### src/rtl/ahb_mem_bridge.sv
// AHB-Lite slave to valid/ready memory bridge with a posted write buffer,
// HSIZE-derived byte strobes and a two-cycle ERROR response for bad accesses.
module ahb_mem_bridge #(
    parameter int unsigned           DATA_WIDTH = 32,
    parameter int unsigned           ADDR_WIDTH = 32,
    parameter int unsigned           WBUF_DEPTH = 4,
    parameter logic [ADDR_WIDTH-1:0] MEM_BASE   = '0,
    parameter logic [ADDR_WIDTH-1:0] MEM_SIZE   = ADDR_WIDTH'(32'h1000)
) (
    input  logic                              i_clk_ahb,
    input  logic                              i_rst_ahb,
    input  logic                              i_hselx,
    input  logic                              i_hready,
    input  logic [1:0]                        i_htrans,
    input  logic [2:0]                        i_hsize,
    input  logic                              i_hwrite,
    input  logic [ADDR_WIDTH-1:0]             i_haddr,
    input  logic [DATA_WIDTH-1:0]             i_hwdata,
    output logic                              o_hreadyout,
    output logic                              o_hresp,
    output logic [DATA_WIDTH-1:0]             o_hrdata,
    output logic                              o_valid,
    output logic                              o_rd0_wr1,
    output logic [ADDR_WIDTH-1:0]             o_addr,
    output logic [DATA_WIDTH-1:0]             o_wr_data,
    output logic [DATA_WIDTH/8-1:0]           o_wr_strb,
    input  logic                              i_ready,
    input  logic                              i_rd_valid,
    input  logic [DATA_WIDTH-1:0]             i_rd_data,
    output logic [$clog2(WBUF_DEPTH+1)-1:0]   o_wbuf_level
);

    localparam int unsigned STRB_W    = DATA_WIDTH / 8;
    localparam int unsigned LANE_BITS = $clog2(STRB_W);
    localparam int unsigned PTR_W     = $clog2(WBUF_DEPTH);
    localparam int unsigned LVL_W     = $clog2(WBUF_DEPTH + 1);

    typedef enum logic [2:0] {
        S_IDLE,
        S_WRITE,
        S_RD_REQ,
        S_RD_WAIT,
        S_RD_RESP,
        S_ERR1,
        S_ERR2
    } state_t;

    state_t                  state_q, state_d, addr_state;
    logic [ADDR_WIDTH-1:0]   addr_q;
    logic [2:0]              size_q;
    logic [DATA_WIDTH-1:0]   hrdata_q;

    logic [ADDR_WIDTH-1:0]   buf_addr_q [WBUF_DEPTH];
    logic [DATA_WIDTH-1:0]   buf_data_q [WBUF_DEPTH];
    logic [STRB_W-1:0]       buf_strb_q [WBUF_DEPTH];
    logic [PTR_W-1:0]        wptr_q, rptr_q;
    logic [LVL_W-1:0]        level_q, level_d;

    logic                    accept, in_window, bad_size, misaligned, addr_err;
    logic [LANE_BITS-1:0]    align_mask;
    logic                    hready_c, hresp_c;
    logic                    buf_full, buf_empty, push, pop, rd_req;
    logic [7:0]              nbytes;
    logic [STRB_W-1:0]       strb_base, strb_c;

    // Address-phase decode and legality check
    assign accept     = i_hselx & i_hready & i_htrans[1];
    assign in_window  = ({1'b0, i_haddr} >= {1'b0, MEM_BASE}) &&
                        ({1'b0, i_haddr} <  ({1'b0, MEM_BASE} + {1'b0, MEM_SIZE}));
    assign bad_size   = i_hsize > 3'(LANE_BITS);
    assign align_mask = ~({LANE_BITS{1'b1}} << i_hsize);
    assign misaligned = |(i_haddr[LANE_BITS-1:0] & align_mask);
    assign addr_err   = !in_window || bad_size || misaligned;
    assign addr_state = addr_err ? S_ERR1 : (i_hwrite ? S_WRITE : S_RD_REQ);

    assign nbytes     = 8'd1 << size_q;
    assign strb_base  = ~({STRB_W{1'b1}} << nbytes);
    assign strb_c     = strb_base << addr_q[LANE_BITS-1:0];

    assign buf_full   = (level_q == LVL_W'(WBUF_DEPTH));
    assign buf_empty  = (level_q == '0);
    // Full is judged on the registered level, so a same-cycle pop never frees a slot for a push
    assign push       = (state_q == S_WRITE) && !buf_full;
    assign pop        = !buf_empty && i_ready;
    assign rd_req     = (state_q == S_RD_REQ) && buf_empty;

    always_comb begin
        state_d  = state_q;
        hready_c = 1'b1;
        hresp_c  = 1'b0;
        case (state_q)
            S_IDLE:    ;
            S_WRITE:   hready_c = !buf_full;
            S_RD_REQ: begin
                hready_c = 1'b0;
                if (rd_req && i_ready) state_d = S_RD_WAIT;
            end
            S_RD_WAIT: begin
                hready_c = 1'b0;
                if (i_rd_valid) state_d = S_RD_RESP;
            end
            S_RD_RESP: ;
            S_ERR1: begin
                hready_c = 1'b0;
                hresp_c  = 1'b1;
                state_d  = S_ERR2;
            end
            S_ERR2:    hresp_c = 1'b1;
            default:   state_d = S_IDLE;
        endcase
        if (hready_c) state_d = accept ? addr_state : S_IDLE;
    end

    always_comb begin
        level_d = level_q;
        if (push && !pop)      level_d = level_q + LVL_W'(1);
        else if (pop && !push) level_d = level_q - LVL_W'(1);
    end

    always_ff @(posedge i_clk_ahb) begin
        if (i_rst_ahb) begin
            state_q  <= S_IDLE;
            addr_q   <= '0;
            size_q   <= '0;
            hrdata_q <= '0;
            wptr_q   <= '0;
            rptr_q   <= '0;
            level_q  <= '0;
        end else begin
            state_q <= state_d;
            level_q <= level_d;
            if (accept && hready_c) begin
                addr_q <= i_haddr;
                size_q <= i_hsize;
            end
            if (state_q == S_RD_WAIT && i_rd_valid) hrdata_q <= i_rd_data;
            if (push) wptr_q <= wptr_q + PTR_W'(1);
            if (pop)  rptr_q <= rptr_q + PTR_W'(1);
        end
    end

    always_ff @(posedge i_clk_ahb) begin
        if (push) begin
            buf_addr_q[wptr_q] <= addr_q;
            buf_data_q[wptr_q] <= i_hwdata;
            buf_strb_q[wptr_q] <= strb_c;
        end
    end

    assign o_hreadyout  = hready_c;
    assign o_hresp      = hresp_c;
    assign o_hrdata     = hrdata_q;
    assign o_wbuf_level = level_q;
    assign o_valid      = !buf_empty || rd_req;
    assign o_rd0_wr1    = !buf_empty;
    assign o_addr       = !buf_empty ? buf_addr_q[rptr_q] : (rd_req ? addr_q : '0);
    assign o_wr_data    = !buf_empty ? buf_data_q[rptr_q] : '0;
    assign o_wr_strb    = !buf_empty ? buf_strb_q[rptr_q] : (rd_req ? '1 : '0);

endmodule

### config.mk
export PLATFORM = sky130hd
export DESIGN_NAME = ahb_mem_bridge
export DESIGN_NICKNAME = d
export VERILOG_FILES = /design/src/rtl/ahb_mem_bridge.sv
export SDC_FILE = /design/constraint.sdc
export NUM_CORES = 1
export LEC_CHECK = 0
export ABC_AREA = 1
export CAP_MARGIN = 30
export CORE_ASPECT_RATIO = 0.9
export CORE_MARGIN = 2
export CORE_UTILIZATION = 50
export CTS_CLUSTER_DIAMETER = 100
export DETAILED_ROUTE_END_ITERATION = 6
export PLACE_DENSITY = 0.75
export REMOVE_ABC_BUFFERS = 1
export SETUP_SLACK_MARGIN = 0.1
export SLEW_MARGIN = 20
export SYNTH_ARGS = -nofsm -noshare
export SYNTH_HDL_FRONTEND = slang
export SYNTH_SLANG_ARGS = --single-unit
### constraint.sdc
create_clock -name i_clk_ahb -period 6.1 [get_ports i_clk_ahb]
set_clock_uncertainty 0.1 [all_clocks]
set_input_delay 1.83 -clock i_clk_ahb [delete_from_list [all_inputs] [get_ports i_clk_ahb]]
set_output_delay 1.83 -clock i_clk_ahb [all_outputs]
set_load 0.02 [all_outputs]
Word level (Yosys, flattened, before mapping) --
Memories as Yosys holds them, arrays and structs flattened. A register that Yosys moved wholly into a read port is not among the register bits. Index checks and enable logic that the tools add are counted.
Word-level totals: register bits 77, bits in latches 0, bits in writable memories 272, bits in read-only memories 0, input bits 108, output and inout bits 107, word-level logic and storage cells 83, memories kept 3
Memories:
- buf_addr_q | depth 4, width 32, read ports 1, clocked after Yosys merged registers in 1, write ports 1, RTL line 53 | logic [ADDR_WIDTH-1:0] buf_addr_q [WBUF_DEPTH];
- buf_data_q | depth 4, width 32, read ports 1, clocked after Yosys merged registers in 1, write ports 1, RTL line 54 | logic [DATA_WIDTH-1:0] buf_data_q [WBUF_DEPTH];
- buf_strb_q | depth 4, width 4, read ports 1, clocked after Yosys merged registers in 1, write ports 1, RTL line 55 | logic [STRB_W-1:0] buf_strb_q [WBUF_DEPTH];
Operators by class: $add $sub $neg 4, multipliers 0, div/mod/pow operators 0, order comparisons 2, eq/ne operators 10, shift-type cells 4, muxes and demuxes 24, bitwise logic cells 5, reduce and logical (&&, ||, !) cells 24
Operator list (count):
- two-way mux 32 bit | 3
- < comparator 32 x 13 -> 1 bit, second input constant | 1
- two-way mux 3 bit | 7
- two-way mux 2 bit | 7
- equality test 3 bit, second input constant | 4
- case mux 3 bit (4 select lines) | 1
- logical AND 1 bit | 8
- two-way mux 4 bit | 2
- left shift 1 x 3 -> 8 bit, first input constant | 1
- left shift 4 x 8 -> 4 bit, first input constant | 1
- equality test 3 x 2 -> 1 bit, second input constant | 2
- logical NOT 3 bit | 2
- logical NOT 1 bit | 5
- adder 2 x 1 -> 2 bit, second input constant | 2
- NOT 4 bit | 1
- OR reduction 2 bit | 2
- OR reduction 4 bit | 1
- left shift 4 x 2 -> 4 bit | 1
- adder 3 x 1 -> 3 bit, second input constant | 1
- equality test 3 x 1 -> 1 bit, second input constant | 1
- greater-than comparator 3 x 2 -> 1 bit, second input constant | 1
- logical OR 1 bit | 3
- two-way mux 1 bit | 3
- inequality test 3 x 2 -> 1 bit, second input constant | 1
- 11 further kinds | 12

Longest topological paths before layout --
Gate-level depths: netlist of run 1.
depth after elaboration 8, gate-level depth with buffers 13, depth with buffers taken out 12

Worst setup path after synthesis of run 1 --
Ideal clock, no wire load.
path type reg2reg, start register level_q[1], in the netlist o_wbuf_level[1], end memory buf_addr_q[0][0] (enable), library setup time 495 ps, arrival time 3747 ps, data required time 5505 ps, setup slack 1758 ps, stages on the path, launching flop included 6, path buffers 1, period minus slack after synthesis 4342 ps, path through dfxtp_1 inv_1 nand3_1 nand2_2 buf_6 nor2_1
Between the ends: word-level cells in the longest chain between the ends 5
Ends and longest elaborated chain:
- start: declaration | RTL line 57 | logic [LVL_W-1:0] level_q, level_d;
- start signal: assignment | RTL line 131 | level_q <= level_d;
- equality test 3 bit | RTL line 80 | assign buf_full = (level_q == LVL_W'(WBUF_DEPTH));
- logical NOT 1 bit | RTL line 83 | assign push = (state_q == S_WRITE) && !buf_full;
- logical AND 1 bit | RTL line 83
- two-way mux 1 bit | RTL line 143 | if (push) begin
- two-way mux 1 bit (implied by the code) | RTL line 144 | buf_addr_q[wptr_q] <= addr_q;
- end: declaration | RTL line 53
Every way passes these cells.

Final worst setup path of run 1 --
start register level_q[1], in the netlist o_wbuf_level[1], end output port o_addr[8]
Between the ends: word-level cells in the longest chain between the ends 4
Ends and longest elaborated chain:
- logical NOT 3 bit * | RTL line 81 | assign buf_empty = (level_q == '0);
- logical AND 1 bit | RTL line 85 | assign rd_req = (state_q == S_RD_REQ) && buf_empty;
- two-way mux 32 bit | RTL line 156 | assign o_addr = !buf_empty ? buf_addr_q[rptr_q] : (rd_req ? addr_q : '0);
- two-way mux 32 bit * | RTL line 156
- end: declaration | RTL line 24 | output logic [ADDR_WIDTH-1:0] o_addr,
Every way passes the cells marked *; elsewhere a longest branch is shown, timed or not.

==> results of run 1 <==
[layer usage]
metal,global-route usage (%),routed length [µm],vias up
met3,7.05,3210,52
li1,-,-,4746
met5,0,0,-
met2,38.1,15800,357
met1,28.9,13300,4735
met4,6.60,709,0
[through the flow]
step	TNS, ps	util [%]	cells	setup slack (ps)	cell area (µm²)
after floorplan	-27790	-	1164	-520	13500
after global placement	0	60.0	1747	1510	16300
after detailed placement	0	60.4	1752	1520	16400
after CTS	0	64.6	1814	978	17500
after global routing	0	64.6	1814	764	17500
final	0	64.6	1814	978	17500
[where the power goes]
part / internal [mW] / switching [mW] / leakage [nW]
Clock: 1.26 / 0.861 / 0.554
Combinational: 1.02 / 1.57 / 2.36
Sequential: 2.64 / 0.0445 / 3.13
Total: 4.92 / 2.47 / 6.04
[cell families after synthesis]
group                      Yosys count  synth area share (%)
DFF                                351                  70.5
AOI/OAI and AO/OA                  234                  9.69
buffers and inverters              114                  3.50
adders and majority gates            6                 0.597
and+or+nand+nor                    538                  15.8
[layout by cell type, fill, tap and decap left out, types with 37 or more instances in the layout]
master / instances
clkbuf_16: 37
clkdlybuf4s50_1: 213
nor2_1: 223
o21ai_1: 46
edfxtp_1: 272
a21oi_1: 78
nand2_1: 194
nand3_1: 106
dfxtp_1: 77
o21ai_0: 74
[flip-flops by register name, summed over array words and instances, names as in the netlist, named ones only]
name          flops
addr_q           32
buf_addr_q      128
buf_data_q      128
buf_strb_q       16
o_hrdata         32
o_wbuf_level      3
rptr_q            2
size_q            3
state_q           3
wptr_q            2
[path summary, 6_finish.rpt]
path                                      start              end  slack [ps]  depth (start not counted)
worst max-delay path            o_wbuf_level[1]        o_addr[8]         980                          6
worst min-delay path               o_hrdata[17]     o_hrdata[17]         360                          2
worst max register to register  o_wbuf_level[1]  o_wbuf_level[2]        2710                         12
worst min register to register     o_hrdata[17]     o_hrdata[17]         360                          2
[layout make-up]
type	count	area, µm²
Sequential cell	351	9760
Fill cell	2068	9600
Multi-Input combinational cell	778	3640
Timing Repair Buffer	234	2380
Clock buffer	46	980
Tap cell	354	443
Clock inverter	16	154
Inverter	35	134
[worst max-delay path, cell delays in order (launching register included)]
cell	delay, ps
dfxtp_1	340
inv_1	110
nand3_2	470
nor2_4	540
buf_4	370
a32o_1	180
clkdlybuf4s50_1	660
==> flow_metrics.tcl, run 1 <==
set metrics [dict create \
    drtIter0Drc 713 \
    status "complete, no violations" \
    final_layout_size_suffix_gt1_share_pct 6.16 \
    core_um2 27100 \
    clockBufferDepth 3 \
    required_ps 4170 \
    yosysTopAreaCellShare_pct 59.0 \
    drcViolationCount 0 \
    routed_wl_mm 33.0 \
    nets 1549 \
    setup_viol 0 \
    post_drt_wl_per_cell_um 18.2 \
    cts_setup_buffers 0 \
    gp_congestion 0.781 \
    dp_hpwl_mm 19.0 \
    cts_hold_buf 0 \
    grt_usage_pct 22.9 \
    grt_pass1_wl_mm 51.6 \
    synth.area.top_cells "edfxtp_1, dfxtp_1, nor2_1" \
    ys.warnings.count 0 \
    end_kind "output port" \
    ant_nets 0 \
    grt_pass1_vias 9923 \
    power.total_mw 7.39 \
    die_w_um 179 \
    synth_cells 1243 \
    ys_seq_elements 351 \
    path_max_fanout 21 \
    cts_tree "done" \
    viasPerCell 5.45 \
    layout_min_cycle_time_ps 5120 \
    async_reset_ff_share_pct 0 \
    post-route-period-util_pct 84.0 \
    synth-edff-count 272 \
    ir_worst_vdd_mv 0.210 \
    start_util_pct 51.1 \
    route.vias.total 9890 \
    clock.fmax_mhz 195 \
    port_buffers 213 \
    cp.arrival_ps 3190 \
    antenna_found_initial 0 \
    ys_types 26 \
    maxCapViolCount 0 \
    maxSlewHeadroom_pct 37.5 \
    grt_max_degree 137 \
    cts_buffers 35 \
    crit_type "flip-flop to output port" \
    p_leak_nw 6.04 \
    grt_overflow_total 0 \
    hold_path.class "flip-flop to flip-flop" \
    area_growth_pct 26.5 \
    slew_violations 0 \
    synth_ff_type "edfxtp_1" \
    syn_avg_cell_area_um2 11.1 \
    yosys.area.top_type "edfxtp_1" \
    rsz0062_at_grt "no" \
    path_clk_slew_ps 60 \
    dr.pass1.iters 5 \
    holdWs_ps 360 \
    clock_latency_ps 500 \
    tightest_slew_ps 937 \
    ys_top_cells_by_count "edfxtp_1, nor2_1, nand2_1" \
    cp-start-kind "flip-flop" \
    floorplan.die_area_um2 29000 \
    ios 215 \
    root_buffer "clkbuf_16" \
    powerDensity_nw_per_um2 423 \
    insertedDiodeCount 0 \
    hold_viol 0 \
    cts_sinks 351 \
    die_h_um 162 \
    rows 57 \
    post-synth-top-count-cell "edfxtp_1" \
    htreeDepth 2 \
    synth_area_um2 13800 \
    cts_resized 0 \
    yosysSeqAreaShare_pct 70.5 \
]
(Power assumes the default switching activity.)
==> run 2: changes to the inputs <==
CORE_UTILIZATION = 49   (was 50)
PLACE_DENSITY = 0.77   (was 0.75)
clock period = 4.3 ns   (was 6.1 ns; I/O delays follow)
==> run 2 against run 1 <==
Effect of this change: die area rose by 2.0%; critical endpoint is now o_wr_data[16]; core utilization fell by 0.91 points; non-clock buffer count rose by 6; register-to-register slack got worse by 830 ps; via count rose by 0.86%; critical path depth did not move; global-route usage fell by 0.13 points; sequential share of layout area fell by 0.76 points; sequential power rose by 43%; setup slack got worse by 680 ps.
==> flow_metrics.tcl, run 2 (synthesized netlist as in run 1, its figures left out) <==
set metrics [dict create \
    final_layout_size_suffix_gt1_share_pct 7.34 \
    nets 1557 \
    rows 58 \
    clockBufferDepth 3 \
    required_ps 2910 \
    viasPerCell 5.44 \
    ir_worst_vdd_mv 0.306 \
    drtIter0Drc 833 \
    cp-start-kind "flip-flop" \
    reg2reg_slack_ps 1880 \
    worstReg2RegEnd "buf_data_q[2][24]" \
    setup_viol 0 \
    rsz0062_at_grt "no" \
    core_um2 27900 \
    holdPathEnd "o_hrdata[5]" \
    tightest_slew_ps 905 \
    final_cell_mix "edfxtp_1, nor2_1, clkdlybuf4s50_1, nand2_1, nand3_1" \
    area_growth_pct 28.2 \
    floorplan.die_area_um2 29600 \
    powerDensity_nw_per_um2 612 \
    grt_pass1_wl_mm 52.5 \
    layout_min_cycle_time_ps 4010 \
    maxSlewHeadroom_pct 39.5 \
    grt_usage_pct 22.8 \
    holdPathStages 2 \
    slew_violations 0 \
    cpMaxStageDelayCell "clkdlybuf4s50_1" \
    clock_latency_ps 510 \
    end_kind "output port" \
    post_drt_wl_per_cell_um 18.4 \
    path_buf_inv 2 \
    placedCellCount 1762 \
    path_cells "buf_12 -> nor2_1 -> nor2_1 -> o21ai_0 -> a21oi_1 -> clkdlybuf4s50_1" \
    crit_type "flip-flop to output port" \
    ios 215 \
    cts_tree "done" \
    post-route-period-util_pct 93.2 \
    die_w_um 181 \
    cp.arrival_ps 2620 \
    grt_overflow_total 0 \
    drcViolationCount 0 \
    place_area_um2 16400 \
    cts_hold_buf 0 \
    hold_viol 0 \
    cts_sinks 351 \
    port_buffers 213 \
    hold_path.class "flip-flop to flip-flop" \
    fin_cells 1833 \
    status "complete, no violations" \
    reg2reg_from "o_wbuf_level[1]" \
    dp_hpwl_mm 19.8 \
    gp_congestion 0.796 \
    crit_top_cell "nor2_1" \
    antenna_found_initial 2 \
    die_h_um 163 \
    reg_top3 "buf_addr_q: 128 flops, buf_data_q: 128 flops" \
    layout.cell_area.non_filler_um2 17700 \
    p_leak_nw 6.16 \
    path_delay_family "buffers and inverters" \
    clock.fmax_mhz 250 \
    htreeDepth 2 \
    root_buffer "clkbuf_16" \
    cts_buffers 37 \
    route.vias.total 9975 \
    path_clk_slew_ps 60 \
    final_common_cell "edfxtp_1" \
    grt_pass1_vias 9949 \
    ant_nets 0 \
    start_util_pct 49.6 \
    path_max_fanout 73 \
    worstHoldStart "o_hrdata[5]" \
    reg2regPathDepth 5 \
    maxCapViolCount 0 \
    holdWs_ps 361 \
    slowest_delay_ps 640 \
    grt_max_degree 74 \
    routed_wl_mm 33.6 \
    dr.pass1.iters 5 \
]
[run 2: changes by cell type in the layout (fill, tap and decap cells not counted), moves of 2 or more]
cell | previous run | this run
buf_12 | 6 | 10
inv_6 | 0 | 2
buf_4 | 14 | 17
clkinvlp_4 | 1 | 3
clkdlybuf4s50_1 | 213 | 211
clkinv_1 | 6 | 1
clkbuf_16 | 37 | 40
[run 2: through the flow]
stage                     power [mW]  utilization [%]  setup slack (ps)  TNS [ps]
after floorplan                 5.83                -             -1780   -113470
after global placement          7.58             58.9               562         0
after detailed placement        7.63             58.9               519         0
after CTS                       10.9             63.6               215         0
after global routing            11.3             63.6               188         0
final                           10.9             63.6               293         0
[run 2: tightest hold or removal path, stage by stage (launching register included)]
cell and delay, ps:
dfxtp_1 310, nand2_1 60, a21oi_1 50
[run 2: where the power goes]
| group | internal [mW] | switching [mW] |
|---|---|---|
| logic | 1.52 | 2.21 |
| clock network | 2.00 | 1.28 |
| registers | 3.75 | 0.0922 |
| total | 7.27 | 3.59 |
[run 2: routing by layer]
metal  part of all wire, %  GRT usage (%)  up-vias
met5                 0.048              0        -
met4                   2.0           6.32        2
met3                   9.0           6.20       51
met2                    49           39.3      374
met1                    40           28.4     4784
li1                      -              -     4764
[run 2: timing repair]
action,4_1_cts,5_1_grt
setup buffers,2,0
endpoints found under the setup margin,23,2
resized for setup,0,2
pin swaps,1,0
cloned,0,0
[run 2: final cells by class]
type	count	area (µm²)
multi-input cells	778	3650
clock buffers	51	1070
repair buffers	240	2470
flip-flops and latches	351	9760
fillers	2145	10100
well taps	360	450
clock inverters	17	203
inverters	35	134
diodes	1	2.50
[run 2: worst max path at each step]
stage,start,to,slack [ps],cells past startpoint
6_report,flip-flop,o_wr_data[16],290,6
5_1_grt,flip-flop,o_wr_data[16],190,6
4_1_cts,o_wbuf_level[1],o_addr[31],210,7
3_5_place_dp,o_wbuf_level[1],o_addr[1],520,6
3_3_place_gp,o_wbuf_level[1],o_addr[1],560,6
2_1_floorplan,flip-flop,o_wr_strb[2],-1780,5
